### config.mk
export PLATFORM = sky130hd
export DESIGN_NAME = axi_lite_master_bridge_flat
export DESIGN_NICKNAME = d
export VERILOG_FILES = /design/src/rtl/axi_lite_master_pkg.sv /design/src/rtl/axi_lite_master_bridge_if.sv /design/src/rtl/axi_lite_timeout_cnt.sv /design/src/rtl/axi_lite_master_bridge.sv /design/src/flat_wrapper.sv
export SDC_FILE = /design/constraint.sdc
export NUM_CORES = 1
export LEC_CHECK = 0
export BUFFER_PORTS_ARGS = -buffer_cell sky130_fd_sc_hd__buf_4
export CORE_MARGIN = 3
export CORE_UTILIZATION = 30
export DETAILED_ROUTE_END_ITERATION = 6
export GPL_TIMING_DRIVEN = 0
export PLACE_DENSITY = 0.54
export SYNTH_ARGS = -nofsm -noshare
export SYNTH_HDL_FRONTEND = slang
export SYNTH_SLANG_ARGS = --single-unit
### constraint.sdc
create_clock -name clk_i -period 1.68 [get_ports clk_i]
set_clock_uncertainty 0.15 [all_clocks]
set_input_delay 0.252 -clock clk_i [delete_from_list [all_inputs] [get_ports clk_i]]
set_output_delay 0.252 -clock clk_i [all_outputs]
set_load 0.05 [all_outputs]
### src/rtl/axi_lite_master_pkg.sv
// Shared types for the AXI-Lite master bridge.
// Holds the FSM state encoding, the response codes and the command bundle.
package axi_lite_master_pkg;

  localparam int CMD_ADDR_MAX = 32;
  localparam int CMD_DATA_MAX = 64;
  localparam int CMD_STRB_MAX = CMD_DATA_MAX / 8;

  localparam logic [1:0] RESP_OKAY   = 2'b00;
  localparam logic [1:0] RESP_SLVERR = 2'b10;

  typedef enum logic [2:0] {
    S_IDLE,
    S_WR,
    S_WR_RESP,
    S_RD_ADDR,
    S_RD_DATA,
    S_RSP
  } state_e;

  typedef struct packed {
    logic                    write;
    logic [CMD_ADDR_MAX-1:0] addr;
    logic [CMD_DATA_MAX-1:0] wdata;
    logic [CMD_STRB_MAX-1:0] strb;
  } cmd_t;

  function automatic cmd_t pack_cmd(
    input logic                    write,
    input logic [CMD_ADDR_MAX-1:0] addr,
    input logic [CMD_DATA_MAX-1:0] wdata,
    input logic [CMD_STRB_MAX-1:0] strb
  );
    cmd_t c;
    c.write = write;
    c.addr  = addr;
    c.wdata = wdata;
    c.strb  = strb;
    return c;
  endfunction

endpackage

### src/rtl/axi_lite_master_bridge_if.sv
// AXI-Lite bus bundle between a single master and a register slave.
// Master drives address/data/valids, slave drives readies/responses.
interface AXI_LITE #(
  parameter int AXI_ADDR_WIDTH = 4,
  parameter int AXI_DATA_WIDTH = 32
);

  localparam int STRB_W = AXI_DATA_WIDTH / 8;

  logic [AXI_ADDR_WIDTH-1:0] aw_addr;
  logic [2:0]                aw_prot;
  logic                      aw_valid;
  logic                      aw_ready;

  logic [AXI_DATA_WIDTH-1:0] w_data;
  logic [STRB_W-1:0]         w_strb;
  logic                      w_valid;
  logic                      w_ready;

  logic [1:0]                b_resp;
  logic                      b_valid;
  logic                      b_ready;

  logic [AXI_ADDR_WIDTH-1:0] ar_addr;
  logic [2:0]                ar_prot;
  logic                      ar_valid;
  logic                      ar_ready;

  logic [AXI_DATA_WIDTH-1:0] r_data;
  logic [1:0]                r_resp;
  logic                      r_valid;
  logic                      r_ready;

  modport Master (
    output aw_addr, aw_prot, aw_valid,
    input  aw_ready,
    output w_data, w_strb, w_valid,
    input  w_ready,
    input  b_resp, b_valid,
    output b_ready,
    output ar_addr, ar_prot, ar_valid,
    input  ar_ready,
    input  r_data, r_resp, r_valid,
    output r_ready
  );

  modport Slave (
    input  aw_addr, aw_prot, aw_valid,
    output aw_ready,
    input  w_data, w_strb, w_valid,
    output w_ready,
    output b_resp, b_valid,
    input  b_ready,
    input  ar_addr, ar_prot, ar_valid,
    output ar_ready,
    output r_data, r_resp, r_valid,
    input  r_ready
  );

endinterface

### src/rtl/axi_lite_timeout_cnt.sv
// Response watchdog for the AXI-Lite master bridge.
// Flags expiry on the TIMEOUT_CYCLES-th enabled cycle since the last clear.
module axi_lite_timeout_cnt #(
  parameter int TIMEOUT_CYCLES = 256
) (
  input  logic clk_i,
  input  logic rst_i,
  input  logic clear_i,
  input  logic enable_i,
  output logic expired_o
);

  localparam int CW = $clog2(TIMEOUT_CYCLES);
  localparam logic [CW-1:0] LAST = CW'(TIMEOUT_CYCLES - 1);

  logic [CW-1:0] cnt;

  always_ff @(posedge clk_i) begin
    if (rst_i || clear_i) begin
      cnt <= '0;
    end else if (enable_i && cnt != LAST) begin
      cnt <= cnt + 1'b1;
    end
  end

  assign expired_o = enable_i && (cnt == LAST);

endmodule

### src/rtl/axi_lite_master_bridge.sv
// Single-outstanding AXI-Lite master: one register command in, one response out.
// Define AXI_LITE_MASTER_TIMEOUT_EN to add the b/r response watchdog.
module axi_lite_master_bridge
  import axi_lite_master_pkg::*;
#(
  parameter int DATA_WIDTH     = 32,
  parameter int ADDR_WIDTH     = 4,
  parameter int TIMEOUT_CYCLES = 256
) (
  input  logic                    clk_i,
  input  logic                    rst_i,
  input  logic                    cmd_valid_i,
  output logic                    cmd_ready_o,
  input  logic                    cmd_write_i,
  input  logic [ADDR_WIDTH-1:0]   cmd_addr_i,
  input  logic [DATA_WIDTH-1:0]   cmd_wdata_i,
  input  logic [DATA_WIDTH/8-1:0] cmd_strb_i,
  output logic                    rsp_valid_o,
  input  logic                    rsp_ready_i,
  output logic [DATA_WIDTH-1:0]   rsp_rdata_o,
  output logic [1:0]              rsp_resp_o,
  output logic                    rsp_timeout_o,
  AXI_LITE.Master                 axi_l
);

  localparam int SW = DATA_WIDTH / 8;

  state_e state;

  logic                  aw_v;
  logic                  w_v;
  logic                  ar_v;
  logic [ADDR_WIDTH-1:0] aw_addr_q;
  logic [ADDR_WIDTH-1:0] ar_addr_q;
  logic [DATA_WIDTH-1:0] w_data_q;
  logic [SW-1:0]         w_strb_q;
  logic                  rsp_valid_q;
  logic [DATA_WIDTH-1:0] rsp_rdata_q;
  logic [1:0]            rsp_resp_q;
  logic                  rsp_timeout_q;

  cmd_t cmd;
  logic unused_cmd;
  logic aw_hs;
  logic w_hs;
  logic expired;

  // Zero-extend into the shared bundle; only the configured widths are kept.
  assign cmd = pack_cmd(cmd_write_i,
                        CMD_ADDR_MAX'(cmd_addr_i),
                        CMD_DATA_MAX'(cmd_wdata_i),
                        CMD_STRB_MAX'(cmd_strb_i));
  assign unused_cmd = ^cmd;

  assign aw_hs = aw_v && axi_l.aw_ready;
  assign w_hs  = w_v && axi_l.w_ready;

`ifdef AXI_LITE_MASTER_TIMEOUT_EN
  logic waiting;

  assign waiting = (state == S_WR_RESP) || (state == S_RD_DATA);

  axi_lite_timeout_cnt #(
    .TIMEOUT_CYCLES (TIMEOUT_CYCLES)
  ) u_timeout (
    .clk_i     (clk_i),
    .rst_i     (rst_i),
    .clear_i   (!waiting),
    .enable_i  (waiting),
    .expired_o (expired)
  );
`else
  localparam int unused_timeout = TIMEOUT_CYCLES;

  assign expired = 1'b0;
`endif

  always_ff @(posedge clk_i) begin
    if (rst_i) begin
      state         <= S_IDLE;
      aw_v          <= 1'b0;
      w_v           <= 1'b0;
      ar_v          <= 1'b0;
      aw_addr_q     <= '0;
      ar_addr_q     <= '0;
      w_data_q      <= '0;
      w_strb_q      <= '0;
      rsp_valid_q   <= 1'b0;
      rsp_rdata_q   <= '0;
      rsp_resp_q    <= RESP_OKAY;
      rsp_timeout_q <= 1'b0;
    end else begin
      unique case (state)
        S_IDLE: begin
          if (cmd_valid_i) begin
            if (cmd.write) begin
              aw_addr_q <= cmd.addr[ADDR_WIDTH-1:0];
              w_data_q  <= cmd.wdata[DATA_WIDTH-1:0];
              w_strb_q  <= cmd.strb[SW-1:0];
              aw_v      <= 1'b1;
              w_v       <= 1'b1;
              state     <= S_WR;
            end else begin
              ar_addr_q <= cmd.addr[ADDR_WIDTH-1:0];
              ar_v      <= 1'b1;
              state     <= S_RD_ADDR;
            end
          end
        end
        S_WR: begin
          if (aw_hs) aw_v <= 1'b0;
          if (w_hs)  w_v  <= 1'b0;
          // Address and data channels may complete in either order.
          if ((aw_hs || !aw_v) && (w_hs || !w_v)) begin
            state <= S_WR_RESP;
          end
        end
        S_WR_RESP: begin
          if (axi_l.b_valid) begin
            rsp_rdata_q   <= '0;
            rsp_resp_q    <= axi_l.b_resp;
            rsp_timeout_q <= 1'b0;
            rsp_valid_q   <= 1'b1;
            state         <= S_RSP;
          end else if (expired) begin
            rsp_rdata_q   <= '0;
            rsp_resp_q    <= RESP_SLVERR;
            rsp_timeout_q <= 1'b1;
            rsp_valid_q   <= 1'b1;
            state         <= S_RSP;
          end
        end
        S_RD_ADDR: begin
          if (axi_l.ar_ready) begin
            ar_v  <= 1'b0;
            state <= S_RD_DATA;
          end
        end
        S_RD_DATA: begin
          if (axi_l.r_valid) begin
            rsp_rdata_q   <= axi_l.r_data;
            rsp_resp_q    <= axi_l.r_resp;
            rsp_timeout_q <= 1'b0;
            rsp_valid_q   <= 1'b1;
            state         <= S_RSP;
          end else if (expired) begin
            rsp_rdata_q   <= '0;
            rsp_resp_q    <= RESP_SLVERR;
            rsp_timeout_q <= 1'b1;
            rsp_valid_q   <= 1'b1;
            state         <= S_RSP;
          end
        end
        S_RSP: begin
          if (rsp_ready_i) begin
            rsp_valid_q <= 1'b0;
            state       <= S_IDLE;
          end
        end
        default: state <= S_IDLE;
      endcase
    end
  end

  assign cmd_ready_o   = (state == S_IDLE) && !rst_i;
  assign axi_l.b_ready = (state == S_WR_RESP);
  assign axi_l.r_ready = (state == S_RD_DATA);

  assign axi_l.aw_addr  = aw_addr_q;
  assign axi_l.aw_prot  = 3'b000;
  assign axi_l.aw_valid = aw_v;
  assign axi_l.w_data   = w_data_q;
  assign axi_l.w_strb   = w_strb_q;
  assign axi_l.w_valid  = w_v;
  assign axi_l.ar_addr  = ar_addr_q;
  assign axi_l.ar_prot  = 3'b000;
  assign axi_l.ar_valid = ar_v;

  assign rsp_valid_o   = rsp_valid_q;
  assign rsp_rdata_o   = rsp_rdata_q;
  assign rsp_resp_o    = rsp_resp_q;
  assign rsp_timeout_o = rsp_timeout_q;

endmodule

### src/flat_wrapper.sv
// flat-port wrapper written by rule: the top's interface ports become plain ports
module axi_lite_master_bridge_flat import axi_lite_master_pkg::*;
#(
  parameter int DATA_WIDTH     = 32,
  parameter int ADDR_WIDTH     = 4,
  parameter int TIMEOUT_CYCLES = 256
)
  (clk_i, rst_i, cmd_valid_i, cmd_ready_o, cmd_write_i, cmd_addr_i, cmd_wdata_i, cmd_strb_i, rsp_valid_o, rsp_ready_i, rsp_rdata_o, rsp_resp_o, rsp_timeout_o, axi_l_aw_addr, axi_l_aw_prot, axi_l_aw_valid, axi_l_aw_ready, axi_l_w_data, axi_l_w_strb, axi_l_w_valid, axi_l_w_ready, axi_l_b_resp, axi_l_b_valid, axi_l_b_ready, axi_l_ar_addr, axi_l_ar_prot, axi_l_ar_valid, axi_l_ar_ready, axi_l_r_data, axi_l_r_resp, axi_l_r_valid, axi_l_r_ready);
  AXI_LITE #(.AXI_ADDR_WIDTH((4)), .AXI_DATA_WIDTH((32))) axi_l_i ();
  input  logic clk_i;
  input  logic rst_i;
  input  logic cmd_valid_i;
  output logic cmd_ready_o;
  input  logic cmd_write_i;
  input  logic [ADDR_WIDTH-1:0] cmd_addr_i;
  input  logic [DATA_WIDTH-1:0] cmd_wdata_i;
  input  logic [DATA_WIDTH/8-1:0] cmd_strb_i;
  output logic rsp_valid_o;
  input  logic rsp_ready_i;
  output logic [DATA_WIDTH-1:0] rsp_rdata_o;
  output logic [1:0] rsp_resp_o;
  output logic rsp_timeout_o;
  output wire logic [$bits(axi_l_i.aw_addr)-1:0] axi_l_aw_addr;
  output wire logic [$bits(axi_l_i.aw_prot)-1:0] axi_l_aw_prot;
  output wire logic [$bits(axi_l_i.aw_valid)-1:0] axi_l_aw_valid;
  input wire logic [$bits(axi_l_i.aw_ready)-1:0] axi_l_aw_ready;
  output wire logic [$bits(axi_l_i.w_data)-1:0] axi_l_w_data;
  output wire logic [$bits(axi_l_i.w_strb)-1:0] axi_l_w_strb;
  output wire logic [$bits(axi_l_i.w_valid)-1:0] axi_l_w_valid;
  input wire logic [$bits(axi_l_i.w_ready)-1:0] axi_l_w_ready;
  input wire logic [$bits(axi_l_i.b_resp)-1:0] axi_l_b_resp;
  input wire logic [$bits(axi_l_i.b_valid)-1:0] axi_l_b_valid;
  output wire logic [$bits(axi_l_i.b_ready)-1:0] axi_l_b_ready;
  output wire logic [$bits(axi_l_i.ar_addr)-1:0] axi_l_ar_addr;
  output wire logic [$bits(axi_l_i.ar_prot)-1:0] axi_l_ar_prot;
  output wire logic [$bits(axi_l_i.ar_valid)-1:0] axi_l_ar_valid;
  input wire logic [$bits(axi_l_i.ar_ready)-1:0] axi_l_ar_ready;
  input wire logic [$bits(axi_l_i.r_data)-1:0] axi_l_r_data;
  input wire logic [$bits(axi_l_i.r_resp)-1:0] axi_l_r_resp;
  input wire logic [$bits(axi_l_i.r_valid)-1:0] axi_l_r_valid;
  output wire logic [$bits(axi_l_i.r_ready)-1:0] axi_l_r_ready;
  assign axi_l_aw_addr = axi_l_i.aw_addr;
  assign axi_l_aw_prot = axi_l_i.aw_prot;
  assign axi_l_aw_valid = axi_l_i.aw_valid;
  assign axi_l_i.aw_ready = axi_l_aw_ready;
  assign axi_l_w_data = axi_l_i.w_data;
  assign axi_l_w_strb = axi_l_i.w_strb;
  assign axi_l_w_valid = axi_l_i.w_valid;
  assign axi_l_i.w_ready = axi_l_w_ready;
  assign axi_l_i.b_resp = axi_l_b_resp;
  assign axi_l_i.b_valid = axi_l_b_valid;
  assign axi_l_b_ready = axi_l_i.b_ready;
  assign axi_l_ar_addr = axi_l_i.ar_addr;
  assign axi_l_ar_prot = axi_l_i.ar_prot;
  assign axi_l_ar_valid = axi_l_i.ar_valid;
  assign axi_l_i.ar_ready = axi_l_ar_ready;
  assign axi_l_i.r_data = axi_l_r_data;
  assign axi_l_i.r_resp = axi_l_r_resp;
  assign axi_l_i.r_valid = axi_l_r_valid;
  assign axi_l_r_ready = axi_l_i.r_ready;
  axi_lite_master_bridge #(.DATA_WIDTH(DATA_WIDTH), .ADDR_WIDTH(ADDR_WIDTH), .TIMEOUT_CYCLES(TIMEOUT_CYCLES)) u_core (.clk_i(clk_i), .rst_i(rst_i), .cmd_valid_i(cmd_valid_i), .cmd_ready_o(cmd_ready_o), .cmd_write_i(cmd_write_i), .cmd_addr_i(cmd_addr_i), .cmd_wdata_i(cmd_wdata_i), .cmd_strb_i(cmd_strb_i), .rsp_valid_o(rsp_valid_o), .rsp_ready_i(rsp_ready_i), .rsp_rdata_o(rsp_rdata_o), .rsp_resp_o(rsp_resp_o), .rsp_timeout_o(rsp_timeout_o), .axi_l(axi_l_i));
endmodule
Word level (Yosys, flattened, before mapping)
Cells that the tools add are included.
Widths: inputs -> output; s select.
{"block": "classes", "n_eq_ne": 15, "muxes": 31, "bitwise_logic": 1, "reduce_logical": 22}
{"cell": "$mux 32", "count": 2}
{"cell": "$pmux 32 s2", "count": 1}
{"cell": "$mux 3", "count": 6}
{"cell": "$pmux 3 s6", "count": 1}
{"cell": "$reduce_and 4->1", "count": 4}
{"cell": "$ne 2x2->1 const B", "count": 7}
{"cell": "$mux 1", "count": 12}
{"cell": "$reduce_and 3->1", "count": 3}
{"cell": "$pmux 1 s2", "count": 4}
{"cell": "$eq 3x2->1 const B", "count": 2}
{"cell": "$eq 3x3->1 const B", "count": 2}
{"cell": "$mux 2", "count": 3}
{"cell": "$ne 2x1->1 const B", "count": 3}
{"cell": "$reduce_and 6->1", "count": 1}
{"cell": "$reduce_bool 2->1", "count": 3}
{"cell": "$logic_and 1x1->1", "count": 4}
{"cell": "$pmux 2 s2", "count": 1}
{"cell": "$eq 3x1->1 const B", "count": 1}
{"cell": "$logic_not 1->1", "count": 3}
{"cell": "$logic_not 3->1", "count": 1}
{"cell": "$pmux 1 s3", "count": 1}
{"cell": "$reduce_bool 3->1", "count": 1}
{"cell": "$logic_or 1x1->1", "count": 2}
{"cell": "$not 1->1", "count": 1}
{"block": "word_totals", "register_bits": 86, "inputBits": 86, "elab_cells": 81}

Logic depth before layout (Yosys ltp)
Gate-level depths: netlist of run 1.
{"block": "logic_depth", "depth_word": 5, "mapped_depth": 6, "mapped_depth_nobuf": 4}

Least setup slack after synthesis of run 1
OpenSTA, ideal clock, no wires.
{"block": "synth_path", "path_kind": "register to output", "from": "reg u_core.state[0]", "to": "out cmd_ready_o", "t_arrival_ns": 2.105, "required_time_ns": 1.278, "setup_slack_ns": -0.827, "stages_incl_launch_ff": 3, "path_buffers": 1, "cell_sequence": "dfxtp_1 > buf_2 > nor4_1"}
{"block": "synth_between", "elab_chain_len": 2}
{"element": "start: declaration", "line": "axi_lite_master_bridge.sv:28", "rtl": "state_e state;"}
{"element": "start signal: assignment", "line": "axi_lite_master_bridge.sv:80", "rtl": "state <= S_IDLE;"}
{"element": "start signal: assignment", "line": "axi_lite_master_bridge.sv:102", "rtl": "state <= S_WR;"}
{"element": "start signal: assignment", "line": "axi_lite_master_bridge.sv:106", "rtl": "state <= S_RD_ADDR;"}
{"element": "$logic_not 3->1", "line": "axi_lite_master_bridge.sv:165", "rtl": "assign cmd_ready_o = (state == S_IDLE) && !rst_i;"}
{"element": "$logic_and 1x1->1", "line": "axi_lite_master_bridge.sv:165"}
{"element": "end: declaration", "line": "flat_wrapper.sv:13", "rtl": "output logic cmd_ready_o;"}
No other way between the ends.

Worst setup path in the final report of run 1
{"block": "layout_path", "from": "reg u_core.state[2]", "to": "out axi_l_r_ready"}
{"block": "layout_between", "elab_chain_len": 1}
{"element": "$eq 3x3->1", "line": "axi_lite_master_bridge.sv:167", "rtl": "assign axi_l.r_ready = (state == S_RD_DATA);"}
{"element": "end: declaration", "line": "flat_wrapper.sv:41", "rtl": "output wire logic [$bits(axi_l_i.r_ready)-1:0] axi_l_r_ready;"}
No other way between the ends.

==> flow_metrics.tcl, run 1 <==
set metrics [dict create \
    area_growth_syn_to_layout_pct 73.1 \
    cpMostUsedCell "buf_8" \
    power_density_mw_per_mm2 891 \
    grt_pass1_wl_um 18300 \
    vdd_drop_max_v 0.000365 \
    cp.required_ns 1.28 \
    clk_latency_ns 0.34 \
    die_h_um 110 \
    drive_gt1_share_pct 36.5 \
    crit_type "reg -> out" \
    synth_top_area_share_pct 52.0 \
    synth_mux_area_share_pct 2.75 \
    syn_area_mm2 0.00327 \
    core_mm2 0.0105 \
    diodes 0 \
    totalNegativeSetupSlack_ns -0.150 \
    remaining_drc_errors 0 \
    slew_headroom_pct 63.3 \
    overflow 0 \
    outcome "finished, violations left" \
    yosys-top-cells-area "dfxtp_1, nand2_1, a21oi_1" \
    r2r_start "u_core.state[1]" \
    final_antenna_net_count 0 \
    place_congestion 0.767 \
    cp_max_fo 4 \
    path_delay_family "buffers and inverters" \
    synth_fa_ha_area_share_pct 0 \
    floorplan.die_area_mm2 0.0122 \
    min_period_ns 1.74 \
    yosysUniqueCellTypes 31 \
    layout_setup_ws_ns -0.0562 \
    synth_top_family_by_area "simple AND/OR/NAND/NOR gates" \
    critPathArrivalTime_ns 1.33 \
    hp-class "in -> reg" \
    fin_nets 731 \
    period_share_pct 103 \
    failed_checks "setup timing" \
    p_leak_uw 0.00242 \
    io_pins 178 \
    cts-root-buf "clkbuf_8" \
    fmax_mhz 576 \
    fin_util_pct 54.1 \
    path_buf_inv 3 \
    ys_seq_elements 85 \
    grt_max_degree 16 \
    num_vias 3606 \
    min_path_cells 3 \
    grt_pass1_vias 3728 \
    synth_top_area_cell "dfxtp_1" \
    drtIter0Drc 196 \
    max_stage_delay_ns 0.38 \
    hold_violations 0 \
    syn_avg_cell_area_um2 8.30 \
    start_util_pct 31.3 \
    synth-xor-area-share_pct 0 \
    end_kind "primary output" \
    path_cells "buf_8, nor3b_4, buf_6, buf_8" \
    row_count 37 \
    die_w_um 110 \
    syn_inst 394 \
    maxCapViolCount 0 \
    portBuffers 169 \
    cts_made_buffers 9 \
    slowest_stage "dfxtp_4" \
    cts_sinks 85 \
    maxSlewViolCount 0 \
    dpl.hpwl_um 7960 \
    r2r_slack_ns 0.09 \
    routed_wl_um 11100 \
    cts_max_path_buffers 2 \
    routed_via_density 4.59 \
    worst_pin_slew_ns 0.550 \
    wire_per_inst_um 14.2 \
    ys_warn_count 0 \
    r2r_end "u_core.state[1]" \
    hold_path_end "u_core.rsp_rdata_o[6]" \
    clk_pin_slew_worst_paths_ns 0.10 \
    grt_setup_unrepaired "true" \
    r2r_cells 5 \
    ys_seq_area_share_pct 52.0 \
    grt_use_total_pct 18.0 \
    synth_simple_gate_area_share_pct 22.4 \
    start_kind "register" \
    synth_compound_area_share_pct 15.8 \
    cts_tree "built" \
    holdCritStartpoint "axi_l_r_data[6]" \
    grt_antenna_before_repair 0 \
    drt-pass1-iter-count 4 \
    h-tree-depth 3 \
    finalSetupViolCount 3 \
]
## through the flow
stage	instance area, um^2	cells	total power [uW]	hold slack (ns)	setup slack [ns]
after global routing	5660	786	5290	0.0126	-0.108
final	5660	786	5050	0.0184	-0.0562
after detailed placement	4760	705	3520	0.297	-0.308
after global placement	4760	705	3510	0.288	-0.288
after floorplan	3320	400	3060	0.214	0.0399
after CTS	5620	783	5080	0.000414	-0.0794
## report_power, final
part           leakage (uW)  internal (uW)  total (uW)  switching [uW]
Clock             0.0000853            586        1350             768
Sequential         0.000692           2120        2190            70.2
Combinational       0.00164            626        1500             877
## cell usage in the layout (no fill, tap or decap), drive strengths merged, types with 2 or more instances in the layout
master | synthesis | routed
nor2b | 6 | 6
a211oi | 4 | 4
clkbuf | 15 | 25
mux2i | 9 | 9
o21ai | 2 | 2
conb | 1 | 7
a221oi | 2 | 2
a311oi | 2 | 2
dlygate4sd3 | 0 | 54
nand2 | 112 | 112
a21oi | 75 | 75
nor2 | 8 | 8
nand3b | 4 | 4
dfxtp | 85 | 85
nand3 | 33 | 33
buf | 23 | 203
inv | 2 | 4
clkinvlp | 0 | 3
## sequential cells by signal, indices dropped and copies added (netlist names)
| signal | cells |
|---|---|
| u_core.axi_l.ar_addr | 4 |
| u_core.rsp_rdata_o | 32 |
| u_core.axi_l.w_valid | 1 |
| u_core.axi_l.aw_addr | 4 |
| u_core.state | 3 |
| u_core.axi_l.aw_valid | 1 |
| u_core.rsp_valid_o | 1 |
| u_core.axi_l.w_strb | 4 |
| u_core.axi_l.ar_valid | 1 |
| u_core.axi_l.w_data | 32 |
| u_core.rsp_resp_o | 2 |
## Yosys cell counts, drive strengths merged
master and number:
a22oi 1, o32ai 1, nor3b 1, a221oi 2
a211oi 4, nor4b 1, nand2 112, dfxtp 85
a311oi 2, buf 23, nor2b 6, o22ai 1
nor2 8, mux2i 9, o21ai 2, and3 1
nand3 33, a21oi 75, o221ai 1, clkbuf 15
inv 2, nor3 1, a21o 1, conb 1
nor4 1, nand3b 4, o21a 1
## final cells by class
type	count	area, um^2
flip-flops and latches	85	1710
plain buffers	37	255
well taps	136	170
clock inverters	6	45.0
clock buffers	10	138
fillers	1012	4800
repair buffers	235	1930
multi-input cells	275	1400
inverters	2	7.51
## worst max-delay path by stage
stage / cells after the start / slack (ns) / endpoint / startpoint
floorplan: 2 / 0.04 / cmd_ready_o / u_core.state[0]
global placement: 4 / -0.29 / axi_l_r_ready / u_core.state[2]
detailed placement: 4 / -0.31 / axi_l_r_ready / u_core.state[2]
CTS: 4 / -0.08 / axi_l_r_ready / u_core.state[2]
global route: 4 / -0.11 / axi_l_r_ready / u_core.state[2]
finish: 4 / -0.06 / axi_l_r_ready / u_core.state[2]
## tightest hold or removal path, cell delays in order
cell and delay [ns]:
buf_4 0.11, nand3_1 0.06, a21oi_1 0.06
## routing by layer
layer | vias to the layer above | routed length [um] | GRT usage, %
met1 | 1648 | 4840 | 21.6
met3 | 14 | 841 | 5.53
met5 | - | 0 | 0
met4 | 0 | 140 | 5.34
li1 | 1811 | - | -
met2 | 133 | 5320 | 30.8
## kinds of logic (layout without fill, tap and decap cells)
kind of cell / count (synthesis) / after routing
buffers and inverters: 40 / 290
AO/OA/AOI/OAI: 91 / 91
AND/OR/NAND/NOR: 168 / 168
other: 1 / 7
flip-flops: 85 / 85
multiplexers: 9 / 9
## what timing repair did
item | in CTS | in global routing
setup buffers | 9 | 3
endpoints found under the setup margin | 75 | 48
hold buffers | 54 | 0
endpoints found under the hold margin | 57 | 0
gates resized for setup | 27 | 5
pin swaps | 1 | 3
No activity file was read; power rests on OpenSTA's default activity.
==> run 2: changes to the inputs <==
- CORE_UTILIZATION: 30 -> 44
- PLACE_DENSITY: 0.54 -> 0.75
==> run 2 against run 1 <==
Non-clock buffer count rose by 1. Design area down 1.1%. The run still ends with setup timing left. First-iteration DRC count shrank 37%. Clock-buffer cell count is 1 lower. Critical endpoint unchanged. Flip-flop and latch count unchanged. Largest power group unchanged. Critical path depth stayed put. Largest cell class unchanged. Sequential power about the same. Combinational power barely moved. Via count grew 4.2%.
==> flow_metrics.tcl, run 2 (same netlist as run 1, synthesis figures left out) <==
set metrics [dict create \
    outcome "finished, violations left" \
    failed_checks "setup timing" \
    final_cell_mix "buf_4, nand2_1, dfxtp_1" \
    vdd_drop_max_v 0.000828 \
    die_h_um 92.2 \
    cts_max_path_buffers 2 \
    overflow 0 \
    fin_nets 732 \
    min_period_ns 1.77 \
    fillers 452 \
    grt_pass1_wl_um 18300 \
    row_count 30 \
    cts-root-buf "clkbuf_8" \
    crit_type "reg -> out" \
    floorplan.die_area_mm2 0.00851 \
    fmax_mhz 566 \
    pre_cts_ws_ns -0.234 \
    totalNegativeSetupSlack_ns -0.201 \
    portBuffers 169 \
    hold_path_end "u_core.rsp_rdata_o[15]" \
    clk_latency_ns 0.35 \
    wire_per_inst_um 15.6 \
    place_congestion 0.813 \
    cts_tree "built" \
    layout_commonest_cell "buf_4" \
    period_share_pct 105 \
    cp.required_ns 1.28 \
    hold_violations 0 \
    layout_setup_ws_ns -0.0873 \
    r2r_cells 5 \
    min_path_cells 3 \
    cp_max_fo 5 \
    drt-pass1-iter-count 5 \
    cts_made_buffers 9 \
    routed_via_density 5.03 \
    maxCapViolCount 0 \
    maxSlewViolCount 0 \
    critPathArrivalTime_ns 1.37 \
    r2r_start "u_core.state[2]" \
    io_pins 178 \
    slew_headroom_pct 63.4 \
    worst_pin_slew_ns 0.548 \
    h-tree-depth 3 \
    grt_antenna_before_repair 0 \
    holdCritStartpoint "axi_l_r_data[15]" \
    diodes 0 \
    core_mm2 0.00698 \
    final_antenna_net_count 0 \
    grt_max_degree 16 \
    r2r_slack_ns 0.04 \
    p_total_uw 5020 \
    remaining_drc_errors 0 \
    p_leak_uw 0.00242 \
    grt_pass1_vias 3794 \
    power_density_mw_per_mm2 896 \
    end_kind "primary output" \
    hp-class "in -> reg" \
    area_growth_syn_to_layout_pct 71.1 \
    routed_wl_um 11700 \
    grt_use_total_pct 26.9 \
    finalSetupViolCount 3 \
    grt_setup_unrepaired "true" \
    dpl.hpwl_um 7660 \
    drtIter0Drc 124 \
    cts_sinks 85 \
    drive_gt1_share_pct 36.6 \
    num_vias 3758 \
    start_util_pct 46.9 \
    start_kind "register" \
    die_w_um 92.2 \
    clk_pin_slew_worst_paths_ns 0.09 \
    r2r_end "u_core.rsp_resp_o[1]" \
]
-- run 2: cell types whose count changed in the layout (fill, tap and decap cells not counted), sizes merged --
| cell | previous run | this run |
|---|---|---|
| clkinv | 1 | 4 |
| buf | 203 | 204 |
| clkinvlp | 3 | 2 |
| dlygate4sd3 | 54 | 53 |
| inv | 4 | 3 |
-- run 2: layout make-up --
cell class / count / area, um^2 / share of cell area (%)
repair buffers: 236 / 1920 / 34.2
flip-flops and latches: 85 / 1710 / 30.6
multi-input cells: 275 / 1420 / 25.3
plain buffers: 37 / 251 / 4.49
clock buffers: 9 / 124 / 2.21
well taps: 96 / 120 / 2.15
clock inverters: 7 / 51.3 / 0.916
inverters: 2 / 7.51 / 0.134
-- run 2: repair_timing --
action	in CTS	in global routing
hold buffers	53	0
pin swaps	1	2
endpoints found under the setup margin	48	63
cloned	0	1
hold endpoints to repair	56	0
buffers inserted	9	5
gates resized for setup	18	14
-- run 2: critical path, cell delays in order (launching register included) --
cell     delay [ns]
dfxtp_4        0.39
buf_6          0.14
nor3b_4        0.22
buf_6          0.13
buf_8          0.13
-- run 2: how the worst max path moves through the flow --
| stage | from | to | slack (ns) | cells after the start |
|---|---|---|---|---|
| 6_report | u_core.state[2] | axi_l_r_ready | -0.09 | 4 |
| 5_1_grt | u_core.state[2] | axi_l_r_ready | -0.12 | 4 |
| 4_1_cts | u_core.state[2] | axi_l_r_ready | -0.09 | 4 |
| 3_5_place_dp | u_core.state[2] | axi_l_r_ready | -0.23 | 4 |
| 3_3_place_gp | u_core.state[2] | axi_l_r_ready | -0.24 | 4 |
| 2_1_floorplan | u_core.state[0] | cmd_ready_o | 0.04 | 2 |
-- run 2: through the flow --
stage | cell area (um^2) | utilization, % | cells | hold slack (ns)
6_report | 5600 | 80.2 | 747 | 0.0128
5_1_grt | 5600 | 80.2 | 747 | 0.00293
4_1_cts | 5530 | 79.3 | 743 | 0.000169
3_5_place_dp | 4710 | 67.4 | 665 | 0.296
3_3_place_gp | 4710 | 67.4 | 665 | 0.289
2_1_floorplan | 3320 | - | 400 | 0.214
-- run 2: power breakdown --
group | internal (uW) | switching, uW
clock network | 542 | 767
logic | 619 | 890
registers | 2120 | 76.0
total | 3280 | 1730
-- run 2: per-layer routing --
| layer | global-route usage, % | wire length [um] | vias up |
|---|---|---|---|
| li1 | - | - | 1814 |
| met1 | 30.3 | 4570 | 1757 |
| met2 | 47.7 | 5890 | 165 |
| met3 | 7.96 | 959 | 22 |
| met4 | 10.0 | 242 | 0 |
| met5 | 0 | 0 | - |
==> run 3: changes to the inputs <==
- BUFFER_PORTS_ARGS: -buffer_cell sky130_fd_sc_hd__buf_4 -> -buffer_cell sky130_fd_sc_hd__buf_2
==> run 3 against run 2 <==
The flow still finishes with violations (setup timing). Non-clock buffer count increased by 4. Fmax increased by 2.2%. Clock power increased by 31%. Utilization decreased by 4.6 points. Total power increased by 6.2%. Critical path depth unchanged. Combinational power decreased by 5%. Largest cell class unchanged. Largest power group unchanged.
==> flow_metrics.tcl, run 3 (same netlist as run 1, synthesis figures left out) <==
set metrics [dict create \
    outcome "finished, violations left" \
    failed_checks "setup timing" \
    start_kind "register" \
    crit_type "reg -> out" \
    grt_setup_unrepaired "true" \
    hold_violations 0 \
    min_path_cells 3 \
    routed_via_density 4.89 \
    p_total_uw 5320 \
    slew_headroom_pct 62.2 \
    finalSetupViolCount 3 \
    worst_pin_slew_ns 0.567 \
    totalNegativeSetupSlack_ns -0.0774 \
    diodes 0 \
    clk_latency_ns 0.34 \
    p_leak_uw 0.00241 \
    grt_max_degree 15 \
    place_congestion 0.792 \
    portBuffers 169 \
    cts_max_path_buffers 2 \
    vdd_drop_max_v 0.000610 \
    period_share_pct 103 \
    power_density_mw_per_mm2 1010 \
    end_kind "primary output" \
    fin_nets 736 \
    die_h_um 92.2 \
    maxSlewViolCount 0 \
    fillers 510 \
    cp.required_ns 1.28 \
    remaining_drc_errors 0 \
    critPathArrivalTime_ns 1.33 \
    pre_cts_ws_ns -0.329 \
    fmax_mhz 579 \
    layout_setup_ws_ns -0.0485 \
    die_w_um 92.2 \
    final_antenna_net_count 0 \
    wire_per_inst_um 14.7 \
    overflow 0 \
    maxCapViolCount 0 \
    row_count 30 \
    h-tree-depth 3 \
    routed_wl_um 11000 \
    start_util_pct 46.9 \
    drtIter0Drc 126 \
    grt_pass1_wl_um 17400 \
    num_vias 3674 \
    grt_pass1_vias 3612 \
    cts-root-buf "clkbuf_8" \
    area_growth_syn_to_layout_pct 61.4 \
    hp-class "in -> reg" \
    r2r_cells 5 \
    drive_gt1_share_pct 37.4 \
    core_mm2 0.00698 \
    min_period_ns 1.73 \
    final_cell_mix "buf_2, nand2_1, dfxtp_1" \
    layout_commonest_cell "buf_2" \
    cts_sinks 85 \
    cts_tree "built" \
    grt_antenna_before_repair 0 \
    io_pins 178 \
    dpl.hpwl_um 7160 \
    cts_made_buffers 9 \
    clk_pin_slew_worst_paths_ns 0.09 \
    drt-pass1-iter-count 5 \
    grt_use_total_pct 25.3 \
    cp_max_fo 6 \
    floorplan.die_area_mm2 0.00851 \
]
run 3: final timing paths:
| check | slack [ns] | end | start |
|---|---|---|---|
| max | -0.05 | axi_l_r_ready | u_core.state[2] |
| min | 0.02 | u_core.axi_l.ar_addr[2] | cmd_addr_i[2] |
| max reg2reg | 0.08 | u_core.axi_l.w_data[24] | u_core.state[2] |
| min reg2reg | 0.30 | u_core.rsp_rdata_o[0] | u_core.rsp_rdata_o[0] |
run 3: per-stage QoR:
step	hold slack (ns)	utilization, %	instance area [um^2]	cells
floorplan	0.214	-	3320	400
global placement	0.286	61.3	4280	665
detailed placement	0.291	61.3	4280	665
CTS	0.000667	74.9	5230	749
global route	0.00109	75.6	5280	751
finish	0.0161	75.6	5280	751
run 3: critical path, stage by stage, from the launching register on:
cell     delay, ns
dfxtp_4       0.38
buf_8         0.13
nor3b_4       0.22
buf_6         0.13
buf_8         0.13
run 3: area by class of cell:
cell class | count | area, um^2 | share of cell area (%)
inverters | 2 | 7.51 | 0.142
clock buffers | 10 | 128 | 2.42
clock inverters | 6 | 111 | 2.11
flip-flops and latches | 85 | 1710 | 32.4
multi-input cells | 275 | 1410 | 26.8
repair buffers | 240 | 1530 | 29.0
well taps | 96 | 120 | 2.27
plain buffers | 37 | 256 | 4.86
run 3: layer usage:
metal | track usage, % | share of wire, %
met3 | 6.56 | 8.3
met1 | 29.4 | 41
met4 | 8.04 | 0.96
met2 | 45.1 | 50
met5 | 0 | 0
run 3: power by group:
group          switching (uW)  internal, uW  total, uW
Clock                     724           989       1710
Combinational             887           539       1430
Sequential               64.9          2120       2180
run 3: repair_timing:
| item | 4_1_cts | 5_1_grt |
|---|---|---|
| setup buffers | 16 | 3 |
| setup endpoints to repair | 59 | 51 |
| hold buffers | 52 | 0 |
| hold endpoints to repair | 52 | 0 |
| gates resized for setup | 23 | 17 |
| pin swaps | 2 | 2 |
